File: src/rtl/rv_pkg.sv
// Shared types for the RV32I pipeline control blocks.
//   fwd_sel_e    : EX operand mux select (register file / MEM/WB / EX/MEM).
//   stage_info_t : everything the hazard logic remembers about the
//                  instruction sitting in ID/EX.
//   dst_info_t   : the destination-only subset kept for EX/MEM and MEM/WB.
package rv_pkg;

    localparam int RV_REG_AW = 5;

    typedef enum logic [1:0] {
        FWD_RF  = 2'b00,
        FWD_WB  = 2'b01,
        FWD_MEM = 2'b10
    } fwd_sel_e;

    typedef struct packed {
        logic                 valid;
        logic [RV_REG_AW-1:0] rd;
        logic                 we;
        logic                 memread;
        logic [RV_REG_AW-1:0] rs1;
        logic [RV_REG_AW-1:0] rs2;
    } stage_info_t;

    typedef struct packed {
        logic                 valid;
        logic [RV_REG_AW-1:0] rd;
        logic                 we;
    } dst_info_t;

endpackage

File: src/rtl/fwd_sel_unit.sv
// Per-operand forwarding comparator.
//   i_en    : the EX stage holds a real instruction
//   i_rs    : source register of that instruction
//   i_exmem : destination info one stage ahead (highest priority)
//   i_memwb : destination info two stages ahead
//   o_sel   : operand mux select
// There is no handshake here: purely combinational.
module fwd_sel_unit
    import rv_pkg::*;
(
    input  logic                 i_en,
    input  logic [RV_REG_AW-1:0] i_rs,
    input  dst_info_t            i_exmem,
    input  dst_info_t            i_memwb,
    output fwd_sel_e             o_sel
);

    always_comb begin
        o_sel = FWD_RF;
        // x0 is hard-wired zero, so a producer targeting x0 never forwards.
        if (i_en && i_exmem.valid && i_exmem.we &&
            (i_exmem.rd != '0) && (i_exmem.rd == i_rs)) begin
            o_sel = FWD_MEM;
        end else if (i_en && i_memwb.valid && i_memwb.we &&
                     (i_memwb.rd != '0) && (i_memwb.rd == i_rs)) begin
            o_sel = FWD_WB;
        end
    end

endmodule

File: src/rtl/fwd_hazard_ctrl.sv
// Forwarding and hazard controller for the 5-stage RV32I pipeline.
// Keeps shadow copies of ID/EX, EX/MEM and MEM/WB destination info,
// drives the EX forwarding selects, and produces load-use stalls,
// redirect flushes and the data-memory freeze. Two saturating debug
// counters track stall and flush events.
// Ports:
//   i_clk, i_rst                      clock, synchronous active-high reset
//   i_id_valid/rs1/rs2/rd/regwrite/memread   instruction currently in ID
//   i_ex_redirect                     taken branch/jump resolved in EX
//   i_mem_stall                       data memory busy, freeze everything
//   o_fwd_a_sel, o_fwd_b_sel          EX operand mux selects
//   o_stall_if, o_stall_id            hold PC and IF/ID
//   o_flush_id, o_flush_ex            clear IF/ID, bubble ID/EX
//   o_stall_cnt, o_flush_cnt          saturating event counters
// No valid/ready handshakes: all control outputs are combinational and
// take effect in the cycle they are asserted.
module fwd_hazard_ctrl
    import rv_pkg::*;
#(
    parameter int REG_AW = RV_REG_AW,
    parameter int CNT_W  = 16
) (
    input  logic              i_clk,
    input  logic              i_rst,
    input  logic              i_id_valid,
    input  logic [REG_AW-1:0] i_id_rs1,
    input  logic [REG_AW-1:0] i_id_rs2,
    input  logic [REG_AW-1:0] i_id_rd,
    input  logic              i_id_regwrite,
    input  logic              i_id_memread,
    input  logic              i_ex_redirect,
    input  logic              i_mem_stall,
    output logic [1:0]        o_fwd_a_sel,
    output logic [1:0]        o_fwd_b_sel,
    output logic              o_stall_if,
    output logic              o_stall_id,
    output logic              o_flush_id,
    output logic              o_flush_ex,
    output logic [CNT_W-1:0]  o_stall_cnt,
    output logic [CNT_W-1:0]  o_flush_cnt
);

    stage_info_t      idex_q, idex_d;
    dst_info_t        exmem_q, exmem_d;
    dst_info_t        memwb_q, memwb_d;
    logic [CNT_W-1:0] stall_cnt_q, stall_cnt_d;
    logic [CNT_W-1:0] flush_cnt_q, flush_cnt_d;
    logic             load_use;
    logic             stall_evt;
    logic             flush_evt;
    fwd_sel_e         sel_a;
    fwd_sel_e         sel_b;

    fwd_sel_unit u_fwd_a (
        .i_en    (idex_q.valid),
        .i_rs    (idex_q.rs1),
        .i_exmem (exmem_q),
        .i_memwb (memwb_q),
        .o_sel   (sel_a)
    );

    fwd_sel_unit u_fwd_b (
        .i_en    (idex_q.valid),
        .i_rs    (idex_q.rs2),
        .i_exmem (exmem_q),
        .i_memwb (memwb_q),
        .o_sel   (sel_b)
    );

    assign o_fwd_a_sel = sel_a;
    assign o_fwd_b_sel = sel_b;
    assign o_stall_cnt = stall_cnt_q;
    assign o_flush_cnt = flush_cnt_q;

    // Both source fields are compared even if the ID instruction ignores
    // one of them; the occasional false stall is cheaper than decoding.
    assign load_use = i_id_valid && idex_q.valid && idex_q.memread &&
                      (idex_q.rd != '0) &&
                      ((idex_q.rd == i_id_rs1) || (idex_q.rd == i_id_rs2));

    // A memory freeze counts as a stall cycle; a load-use only counts when
    // a redirect is not already throwing the ID instruction away.
    assign stall_evt = i_mem_stall || (load_use && !i_ex_redirect);
    assign flush_evt = i_ex_redirect && !i_mem_stall;

    always_comb begin
        o_stall_if  = 1'b0;
        o_stall_id  = 1'b0;
        o_flush_id  = 1'b0;
        o_flush_ex  = 1'b0;
        idex_d      = idex_q;
        exmem_d     = exmem_q;
        memwb_d     = memwb_q;
        stall_cnt_d = stall_cnt_q;
        flush_cnt_d = flush_cnt_q;

        if (i_mem_stall) begin
            // Freeze: shadows hold, redirect and load-use wait for release.
            o_stall_if = 1'b1;
            o_stall_id = 1'b1;
        end else begin
            if (i_ex_redirect) begin
                o_flush_id = 1'b1;
                o_flush_ex = 1'b1;
            end else if (load_use) begin
                o_stall_if = 1'b1;
                o_stall_id = 1'b1;
                o_flush_ex = 1'b1;
            end

            if (i_ex_redirect || load_use) begin
                idex_d = '0;
            end else begin
                idex_d = '{valid:   i_id_valid,
                           rd:      i_id_rd,
                           we:      i_id_regwrite,
                           memread: i_id_memread,
                           rs1:     i_id_rs1,
                           rs2:     i_id_rs2};
            end
            exmem_d = '{valid: idex_q.valid, rd: idex_q.rd, we: idex_q.we};
            memwb_d = exmem_q;
        end

        if (stall_evt && (stall_cnt_q != '1)) begin
            stall_cnt_d = stall_cnt_q + 1'b1;
        end
        if (flush_evt && (flush_cnt_q != '1)) begin
            flush_cnt_d = flush_cnt_q + 1'b1;
        end
    end

    always_ff @(posedge i_clk) begin
        if (i_rst) begin
            idex_q      <= '0;
            exmem_q     <= '0;
            memwb_q     <= '0;
            stall_cnt_q <= '0;
            flush_cnt_q <= '0;
        end else begin
            idex_q      <= idex_d;
            exmem_q     <= exmem_d;
            memwb_q     <= memwb_d;
            stall_cnt_q <= stall_cnt_d;
            flush_cnt_q <= flush_cnt_d;
        end
    end

endmodule

File: config.mk
export PLATFORM = sky130hd
export DESIGN_NAME = fwd_hazard_ctrl
export DESIGN_NICKNAME = d
export VERILOG_FILES = /design/src/rtl/rv_pkg.sv /design/src/rtl/fwd_sel_unit.sv /design/src/rtl/fwd_hazard_ctrl.sv
export SDC_FILE = /design/constraint.sdc
export NUM_CORES = 1
export LEC_CHECK = 0
export ABC_CLOCK_PERIOD_IN_PS = 6400
export CORE_UTILIZATION = 55
export CTS_CLUSTER_DIAMETER = 60
export DETAILED_ROUTE_END_ITERATION = 10
export PLACE_DENSITY = 0.81
export SLEW_MARGIN = 20
export SYNTH_ARGS = -nofsm -noshare
export SYNTH_HDL_FRONTEND = slang
export SYNTH_SLANG_ARGS = --single-unit
File: constraint.sdc
create_clock -name i_clk -period 6.4 [get_ports i_clk]
set_input_delay 1.92 -clock i_clk [delete_from_list [all_inputs] [get_ports i_clk]]
set_output_delay 1.92 -clock i_clk [all_outputs]
set_load 0.01 [all_outputs]
==> out/results.txt, run 1 <==
status = finished, final reports clean
initial antenna violation count = 0
die width = 77.4 µm
GR Overflow Total = 0
Tot Pwr = 0.802 mW
period utilisation layout = 93.2%
Worst VDD drop = 0.000114 V
Hold Crit Class = register to register
static leakage = 1.50 nW
Post-Synthesis Mean Instance Area = 9.09 µm²
Initial Util = 56.8%
Global Route Usage Sum = 24.6%
Synth cell types = 45
maximum capacitance violations = 0
Diodes inserted = 0
IO buf count = 61
Critical Setup Path Class = primary input to output port
largest net degree at the start of global routing = 51
Slew @ Worst Pin = 0.765 ns
final RePlAce weighted congestion = 0.858
number of synthesized flops with an enable pin = 0
Util after Layout = 71.4%
top cells by area in the synthesized netlist = dfxtp_1 41%, mux2i_1 11%, xor2_1 6.7%, nor2_1 6.5%, xnor2_1 5.3%
critical path launch point type = primary input
Final Setup Violations = 0
Synth async-reset ratio = 0%
share of layout cells above drive strength 1 = 6.14%
Req. time, crit path = 4.48 ns
DRT iter0 DRCs = 162
Syn Inst Count = 344
Mapped Area = 3130 µm²
row count = 27
CTS Buffer Depth = 2
flops & latches, synth = 64
fin cells = 479
critical path peak fanout = 25
Cells after DPL = 464
Yosys warning total = 0
critical path cell sequence = clkdlybuf4s50_1, xnor2_1, nand3_1, o22ai_2, a21oi_4, inv_1, clkdlybuf4s50_1
Period minus WS final = 5.97 ns
Fmax = 168 MHz
Reg clk slew, reported paths = 0.07 ns
delay of the slowest critical-path stage = 0.56 ns
I/O pin count = 62
Nets = 427
Die ar. = 5990 µm²
Post-CTS Hold Buffers = 0
via count = 2,686
Crit. End Element = output port
Vias/cell = 5.61
CTS tree = yes
Synth-to-Final Area Change = 25.9%
CTS root buffer = clkbuf_8
ys flop type = dfxtp_1
power per cell area = 204 nW/µm²
DRC errors left = 0
core area = 5510 µm²
WL/cell = 14.7 µm
relative slew slack = 49.0%
WL final = 7.03 mm
Worst path slowest cell = clkdlybuf4s50_1
clk_lat worst skew = 0.32 ns
Die H = 77.4 µm
Final Hold Vio Count = 0
vias in the first global route = 2,466
commonest cells in the netlist = 64 x dfxtp_1, 54 x nor2_1, 33 x mux2i_1, 24 x xor2_1
Synth area leader = dfxtp_1
ANT nets after route = 0
H-tree depth = 3
max-slew violations = 0
most common cell in the netlist = dfxtp_1
CTS buffer count = 9
syn nets = 368
number of clock sinks = 64
Critical Path Most Common Cell = clkdlybuf4s50_1
total setup buffers inserted after CTS = 0
DP HPWL = 4.79 mm
setup TNS = 0 ns
DR pass1 iterations = 4
first-pass GRT wire length = 11.6 mm
RSZ-0062 raised after global routing = false
sequential fraction of the synthesis area = 41.0%
WP data arrival = 4.05 ns
Synth top area share = 41.0%
Clock Skew = 0.00620 ns
-- report_power, final --
group / internal, mW / switching (mW)
combinational: 0.0403 / 0.0374
clock: 0.158 / 0.146
sequential: 0.408 / 0.0127
-- layer usage --
layer  part of all wire, %  global-route usage (%)
met3                   6.4                    6.82
met2                    45                    35.8
met1                    46                    33.6
met5                     0                       0
met4                   2.3                    11.7
-- placed cells by master (no fill, tap or decap), types with 5 or more instances in the layout --
| cell | instances |
|---|---|
| a21oi_1 | 19 |
| clkbuf_8 | 11 |
| clkdlybuf4s50_1 | 60 |
| dfxtp_1 | 64 |
| inv_1 | 5 |
| mux2i_1 | 33 |
| nand2_1 | 14 |
| nand3_1 | 15 |
| nand4_1 | 7 |
| nor2_1 | 54 |
| nor4_1 | 6 |
| o31ai_1 | 8 |
| or3_1 | 5 |
| or4_1 | 12 |
| xnor2_1 | 19 |
| xor2_1 | 24 |
-- what timing repair did --
action,4_1_cts,5_1_grt
hold endpoints to repair,0,0
endpoints found under the setup margin,0,2
gates resized for setup,0,1
-- kinds of logic (layout without fill, tap and decap cells) --
| logic type | after synthesis | in the layout | share of synthesized area, % |
|---|---|---|---|
| XOR/XNOR | 43 | 43 | 12.0 |
| adder cells (fa/ha/maj) | 2 | 2 | 0.801 |
| buffers and inverters | 20 | 83 | 3.24 |
| multiplexers | 36 | 36 | 11.6 |
| flip-flops | 64 | 64 | 41.0 |
| AO/OA/AOI/OAI | 42 | 42 | 8.65 |
| AND/OR/NAND/NOR | 137 | 137 | 22.6 |
-- worst max-delay path, delay by kind of cell --
kind	cells	cell delay, ns
xor+xnor	1	0.15
simple gates	1	0.11
buf+inv	3	1.24
compound gates	2	0.61
-- registers in the layout, indices dropped and copies added, names as in the netlist --
register / cells
idex_q: 18
exmem_q: 7
o_stall_cnt: 16
memwb_q: 7
o_flush_cnt: 16
-- layout make-up --
| cell class | count | area, µm² |
|---|---|---|
| well taps | 72 | 90.1 |
| fillers | 433 | 1570 |
| inverters | 5 | 18.8 |
| clock inverters | 3 | 17.5 |
| flip-flops and latches | 64 | 1280 |
| clock buffers | 12 | 155 |
| multi-input cells | 260 | 1750 |
| repair buffers | 63 | 621 |
-- path summary, 6_finish.rpt --
path / cells past startpoint / slack, ns / end / startpoint
max: 7 / 0.43 / o_stall_id / i_id_rs1[4]
min: 2 / 0.50 / exmem_q[0]$_SDFFE_PP0N_ / idex_q[11]$_SDFFE_PP0N_
max reg2reg: 6 / 3.95 / o_stall_cnt[9]$_SDFFE_PP0P_ / o_stall_cnt[0]$_SDFFE_PP0P_
min reg2reg: 2 / 0.50 / exmem_q[0]$_SDFFE_PP0N_ / idex_q[11]$_SDFFE_PP0N_
-- through the flow --
stage	instance area, µm²	worst slack (ns)	hold WS [ns]
after global routing	3930	0.296	0.532
final	3930	0.434	0.498
after detailed placement	3750	0.141	0.486
after floorplan	3130	1.59	0.460
after CTS	3930	0.151	0.497
after global placement	3750	0.246	0.478
No activity file was read; power rests on OpenSTA's default activity.
==> run 2, diff against run 1 <==
- CELL_PAD_IN_SITES_DETAIL_PLACEMENT: default -> 1
- CELL_PAD_IN_SITES_GLOBAL_PLACEMENT: default -> 1
- CORE_UTILIZATION: 55 -> 42
- PLACE_DENSITY: 0.81 -> 0.82
- SKIP_LAST_GASP: default -> 1
==> out/results.txt, run 2 (synthesis gave the netlist of run 1 again) <==
status = finished, final reports clean
critical path launch point type = primary input
Die H = 88.3 µm (+14%)
H-tree depth = 3 (unchanged)
WL final = 8.19 mm (+16%)
Req. time, crit path = 4.48 ns (about the same)
via count = 2,714 (+1.0%)
final RePlAce weighted congestion = 0.885 (+3.1%)
maximum capacitance violations = 0 (unchanged)
Vias/cell = 5.35 (-4.5%)
most frequent cells in the layout = 64 x dfxtp_1, 60 x clkdlybuf4s50_1, 54 x nor2_1
Slew @ Worst Pin = 0.811 ns (+0.0469 ns)
CTS buffer count = 9 (unchanged)
Global Route Usage Sum = 22.0% (-2.6 points)
Final Hold Vio Count = 0 (unchanged)
DRC errors left = 0 (unchanged)
first-pass GRT wire length = 13.1 mm (+13%)
Top reg by flops = idex_q
period utilisation layout = 90.0% (-3.2 points)
Fin Hold WS = 0.507 ns (+0.00870 ns)
DR pass1 iterations = 4 (unchanged)
static leakage = 1.50 nW (about the same)
Worst VDD drop = 0.000108 V (-5.9%)
Final Cell Area = 3960 µm² (+0.70%)
CTS tree = yes
CTS resizes = 0 (unchanged)
initial antenna violation count = 0 (unchanged)
setup TNS = 0 ns (unchanged)
Nets = 428 (+0.23%)
max-slew violations = 0 (unchanged)
relative slew slack = 45.9% (-3.1 points)
Reg clk slew, reported paths = 0.06 ns (about the same)
vias in the first global route = 2,725 (+11%)
core area = 7210 µm² (+31%)
DRT iter0 DRCs = 91 (-44%)
row count = 31 (+15%)
DP HPWL = 5.82 mm (+22%)
most common cell after layout, fill and taps aside = dfxtp_1
fin cells = 507 (+5.8%)
number of clock sinks = 64 (unchanged)
Hold Crit Class = register to register
Critical Setup Path Class = primary input to output port
WP data arrival = 3.84 ns (-0.21 ns)
Final Setup Violations = 0 (unchanged)
IO buf count = 61 (unchanged)
die width = 88.3 µm (+14%)
max FFs per register = 18 (unchanged)
share of layout cells above drive strength 1 = 5.64% (-0.51 points)
Initial Util = 43.3% (-13 points)
Diodes inserted = 0 (unchanged)
ANT nets after route = 0 (unchanged)
CTS root buffer = clkbuf_8
total setup buffers inserted after CTS = 0 (unchanged)
WL/cell = 16.1 µm (+10%)
largest net degree at the start of global routing = 34 (-33%)
Fmax = 174 MHz (+3.6%)
CTS Buffer Depth = 2 (unchanged)
Die ar. = 7790 µm² (+30%)
Crit. End Element = output port
Synth-to-Final Area Change = 26.7%
RSZ-0062 raised after global routing = false
Period minus WS final = 5.76 ns (-0.205 ns)
Placed Area = 3790 µm² (+1.1%)
I/O pin count = 62 (unchanged)
Clock Skew = 0.00493 ns (-0.00127 ns)
critical path peak fanout = 7 (-72%)
clk_lat worst skew = 0.33 ns (about the same)
power per cell area = 203 nW/µm² (-0.34%)
GR Overflow Total = 0 (unchanged)
Cells after DPL = 492 (+6.0%)
Post-CTS Hold Buffers = 0 (unchanged)
run 2: changes by cell type in the layout (fill, tap and decap cells not counted):
cell / before / now
a21oi_2: 0 / 1
clkinv_2: 2 / 0
a21oi_4: 1 / 0
buf_4: 2 / 3
clkinvlp_4: 1 / 0
clkbuf_1: 1 / 4
run 2: metrics by stage:
stage / utilization [%] / power [mW] / setup WS [ns]
2_1_floorplan: - / 0.474 / 1.59
3_3_place_gp: 52.6 / 0.505 / 0.700
3_5_place_dp: 52.6 / 0.508 / 0.648
4_1_cts: 54.9 / 0.815 / 0.641
5_1_grt: 54.9 / 0.840 / 0.569
6_report: 54.9 / 0.805 / 0.639
run 2: path summary, 6_finish.rpt:
| kind | start | endpoint | slack [ns] | cells after the start |
|---|---|---|---|---|
| max | i_id_rs1[0] | o_stall_if | 0.64 | 7 |
| max reg2reg | o_stall_cnt[0]$_SDFFE_PP0P_ | o_stall_cnt[9]$_SDFFE_PP0P_ | 3.89 | 6 |
| min reg2reg | memwb_q[6]$_SDFFE_PP0N_ | memwb_q[6]$_SDFFE_PP0N_ | 0.51 | 2 |
| min | memwb_q[6]$_SDFFE_PP0N_ | memwb_q[6]$_SDFFE_PP0N_ | 0.51 | 2 |
run 2: routing by layer:
metal | global-route usage [%] | part of all wire (%) | vias up
li1 | - | - | 1338
met1 | 27.0 | 45 | 1312
met2 | 38.0 | 49 | 52
met3 | 5.88 | 4.1 | 12
met4 | 5.87 | 1.1 | 0
met5 | 0 | 0 | -
run 2: worst max-delay path: stages:
cell	delay [ns]
clkdlybuf4s50_1	0.52
xnor2_1	0.15
nand3_1	0.11
o22ai_2	0.26
a21oi_2	0.09
inv_1	0.20
clkdlybuf4s50_1	0.59
run 2: final cells by class:
type	count	area, µm²
tap	99	124
clock buffer	15	166
multi-input combinational	260	1740
inverter	5	18.8
timing repair buffer	64	628
sequential	64	1280
fill	869	3250
run 2: power by group:
| part | switching [mW] | leakage (nW) | internal (mW) |
|---|---|---|---|
| sequential | 0.0127 | 0.519 | 0.408 |
| clock | 0.145 | 0.0838 | 0.161 |
| combinational | 0.0386 | 0.898 | 0.0404 |
==> run 3, diff against run 2 <==
- CORE_MARGIN: default -> 10
==> out/results.txt, run 3 (synthesis gave the netlist of run 1 again) <==
Period minus WS final = 5.77 ns (+0.00511 ns)
largest net degree at the start of global routing = 34 (unchanged)
Final Setup Violations = 0 (unchanged)
CTS root buffer = clkbuf_8
total setup buffers inserted after CTS = 0 (unchanged)
maximum capacitance violations = 0 (unchanged)
clock share of power = 41.2% (+3.2 points)
RSZ-0062 raised after global routing = false
Initial Util = 43.1% (-0.23 points)
max FFs per register = 18 (unchanged)
GR Overflow Total = 0 (unchanged)
IO buf count = 61 (unchanged)
Critical Setup Path Class = primary input to output port
CP Launch Point = i_id_rs1[4]
Final Hold Vio Count = 0 (unchanged)
Reg power frac = 49.4% (-2.8 points)
CTS Buffer Depth = 2 (unchanged)
Synth-to-Final Area Change = 27.8%
core area = 7250 µm² (+0.54%)
DRT iter0 DRCs = 84 (-7.7%)
Post-CTS Hold Buffers = 0 (unchanged)
row count = 31 (unchanged)
switching portion of total power = 23.8% (-0.66 points)
H-tree depth = 3 (unchanged)
CTS buffer count = 9 (unchanged)
max-slew violations = 0 (unchanged)
die width = 106 µm (+20%)
clk_lat worst skew = 0.34 ns (about the same)
vias in the first global route = 2,815 (+3.3%)
WL/cell = 17.1 µm (+6.0%)
Req. time, crit path = 4.48 ns (about the same)
Vias/cell = 5.30 (-1.1%)
Nets = 428 (unchanged)
share of layout cells above drive strength 1 = 6.36% (+0.72 points)
most frequent cells in the layout = 64 x dfxtp_1, 60 x clkdlybuf4s50_1, 54 x nor2_1
Die ar. = 11,300 µm² (+45%)
Worst Reg-to-Reg Cells = 6 (unchanged)
Hold Path Depth = 2 (unchanged)
critical path launch point type = primary input
final RePlAce weighted congestion = 0.838 (-5.3%)
Pint = 0.648 mW (+6.5%)
Final Cell Area = 3990 µm² (+0.82%)
initial antenna violation count = 0 (unchanged)
Worst VDD drop = 0.0000964 V (-10%)
status = finished, final reports clean
ANT nets after route = 0 (unchanged)
relative slew slack = 40.1% (-5.8 points)
DRC errors left = 0 (unchanged)
first-pass GRT wire length = 14.2 mm (+8.3%)
number of clock sinks = 64 (unchanged)
fill count = 843 (-3.0%)
power per cell area = 213 nW/µm² (+4.7%)
Clock Skew = 0.00900 ns (+0.00408 ns)
via count = 2,690 (-0.88%)
Fmax = 173 MHz (about the same)
Die H = 106 µm (+20%)
Placed Area = 3790 µm² (unchanged)
I/O pin count = 62 (unchanged)
period utilisation layout = 90.1% (about the same)
DP HPWL = 6.28 mm (+7.9%)
Global Route Usage Sum = 15.4% (-6.5 points)
critical path peak fanout = 7 (unchanged)
WL final = 8.70 mm (+6.3%)
Diodes inserted = 0 (unchanged)
CTS resizes = 0 (unchanged)
most common cell after layout, fill and taps aside = dfxtp_1
Top reg by flops = idex_q
setup TNS = 0 ns (unchanged)
dpl ws = 0.687 ns (+0.0390 ns)
Slew @ Worst Pin = 0.896 ns (+0.0844 ns)
R2R Path Start = o_stall_cnt[0]$_SDFFE_PP0P_
CTS tree = yes
Reg clk slew, reported paths = 0.06 ns (about the same)
Psw = 0.202 mW (+2.7%)
Hold Crit Class = register to register
Crit. End Element = output port
combinational share of power = 9.3% (-0.5 points)
DR pass1 iterations = 4 (unchanged)
setup ws final = 0.634 ns (-0.00511 ns)
WP data arrival = 3.85 ns (about the same)
static leakage = 1.52 nW (+1.3%)
HP Start = idex_q[11]$_SDFFE_PP0N_
==> run 3: worst paths after layout <==
check        slack (ns)                          end
max                0.63                   o_stall_if
min                0.50      exmem_q[0]$_SDFFE_PP0N_
max reg2reg        3.93  o_stall_cnt[8]$_SDFFE_PP0P_
min reg2reg        0.50      exmem_q[0]$_SDFFE_PP0N_
==> run 3: stage by stage <==
step	total power, mW	utilization, %	hold slack, ns	instances
final	0.850	55.1	0.496	508
after global routing	0.884	55.1	0.547	508
after CTS	0.860	55.1	0.507	508
after detailed placement	0.509	52.3	0.491	492
after global placement	0.506	52.3	0.474	492
after floorplan	0.474	-	0.460	344
==> run 3: worst max-delay path, stage by stage <==
cell	delay, ns
clkdlybuf4s50_1	0.47
xnor2_1	0.24
nand3_1	0.13
o22ai_2	0.24
a21oi_2	0.08
inv_1	0.18
clkdlybuf4s50_1	0.58
==> run 3: area by class of cell <==
| type | count | area [µm²] | share of cell area, % |
|---|---|---|---|
| multi-input cells | 260 | 1740 | 43.6 |
| flip-flops and latches | 64 | 1280 | 32.1 |
| repair buffers | 64 | 628 | 15.7 |
| clock buffers | 13 | 159 | 3.98 |
| well taps | 99 | 124 | 3.10 |
| clock inverters | 3 | 40.0 | 1.00 |
| inverters | 5 | 18.8 | 0.470 |
==> run 3: power groups by stage <==
| stage | clock [mW] | sequential [mW] | combinational, mW |
|---|---|---|---|
| final | 0.351 | 0.420 | 0.0794 |
| after global routing | 0.375 | 0.422 | 0.0871 |
| after CTS | 0.359 | 0.420 | 0.0804 |
| after detailed placement | 0 | 0.429 | 0.0795 |
| after global placement | 0 | 0.429 | 0.0767 |
| after floorplan | 0 | 0.426 | 0.0482 |
==> run 3: per-layer routing <==
metal / routed length, µm / track usage, % / share of wire (%) / vias to the layer above
li1: - / - / - / 1339
met1: 3910 / 18.2 / 45 / 1300
met2: 4270 / 25.8 / 49 / 41
met3: 397 / 4.47 / 4.6 / 10
met4: 125 / 6.09 / 1.4 / 0
met5: 0 / 0 / 0 / -
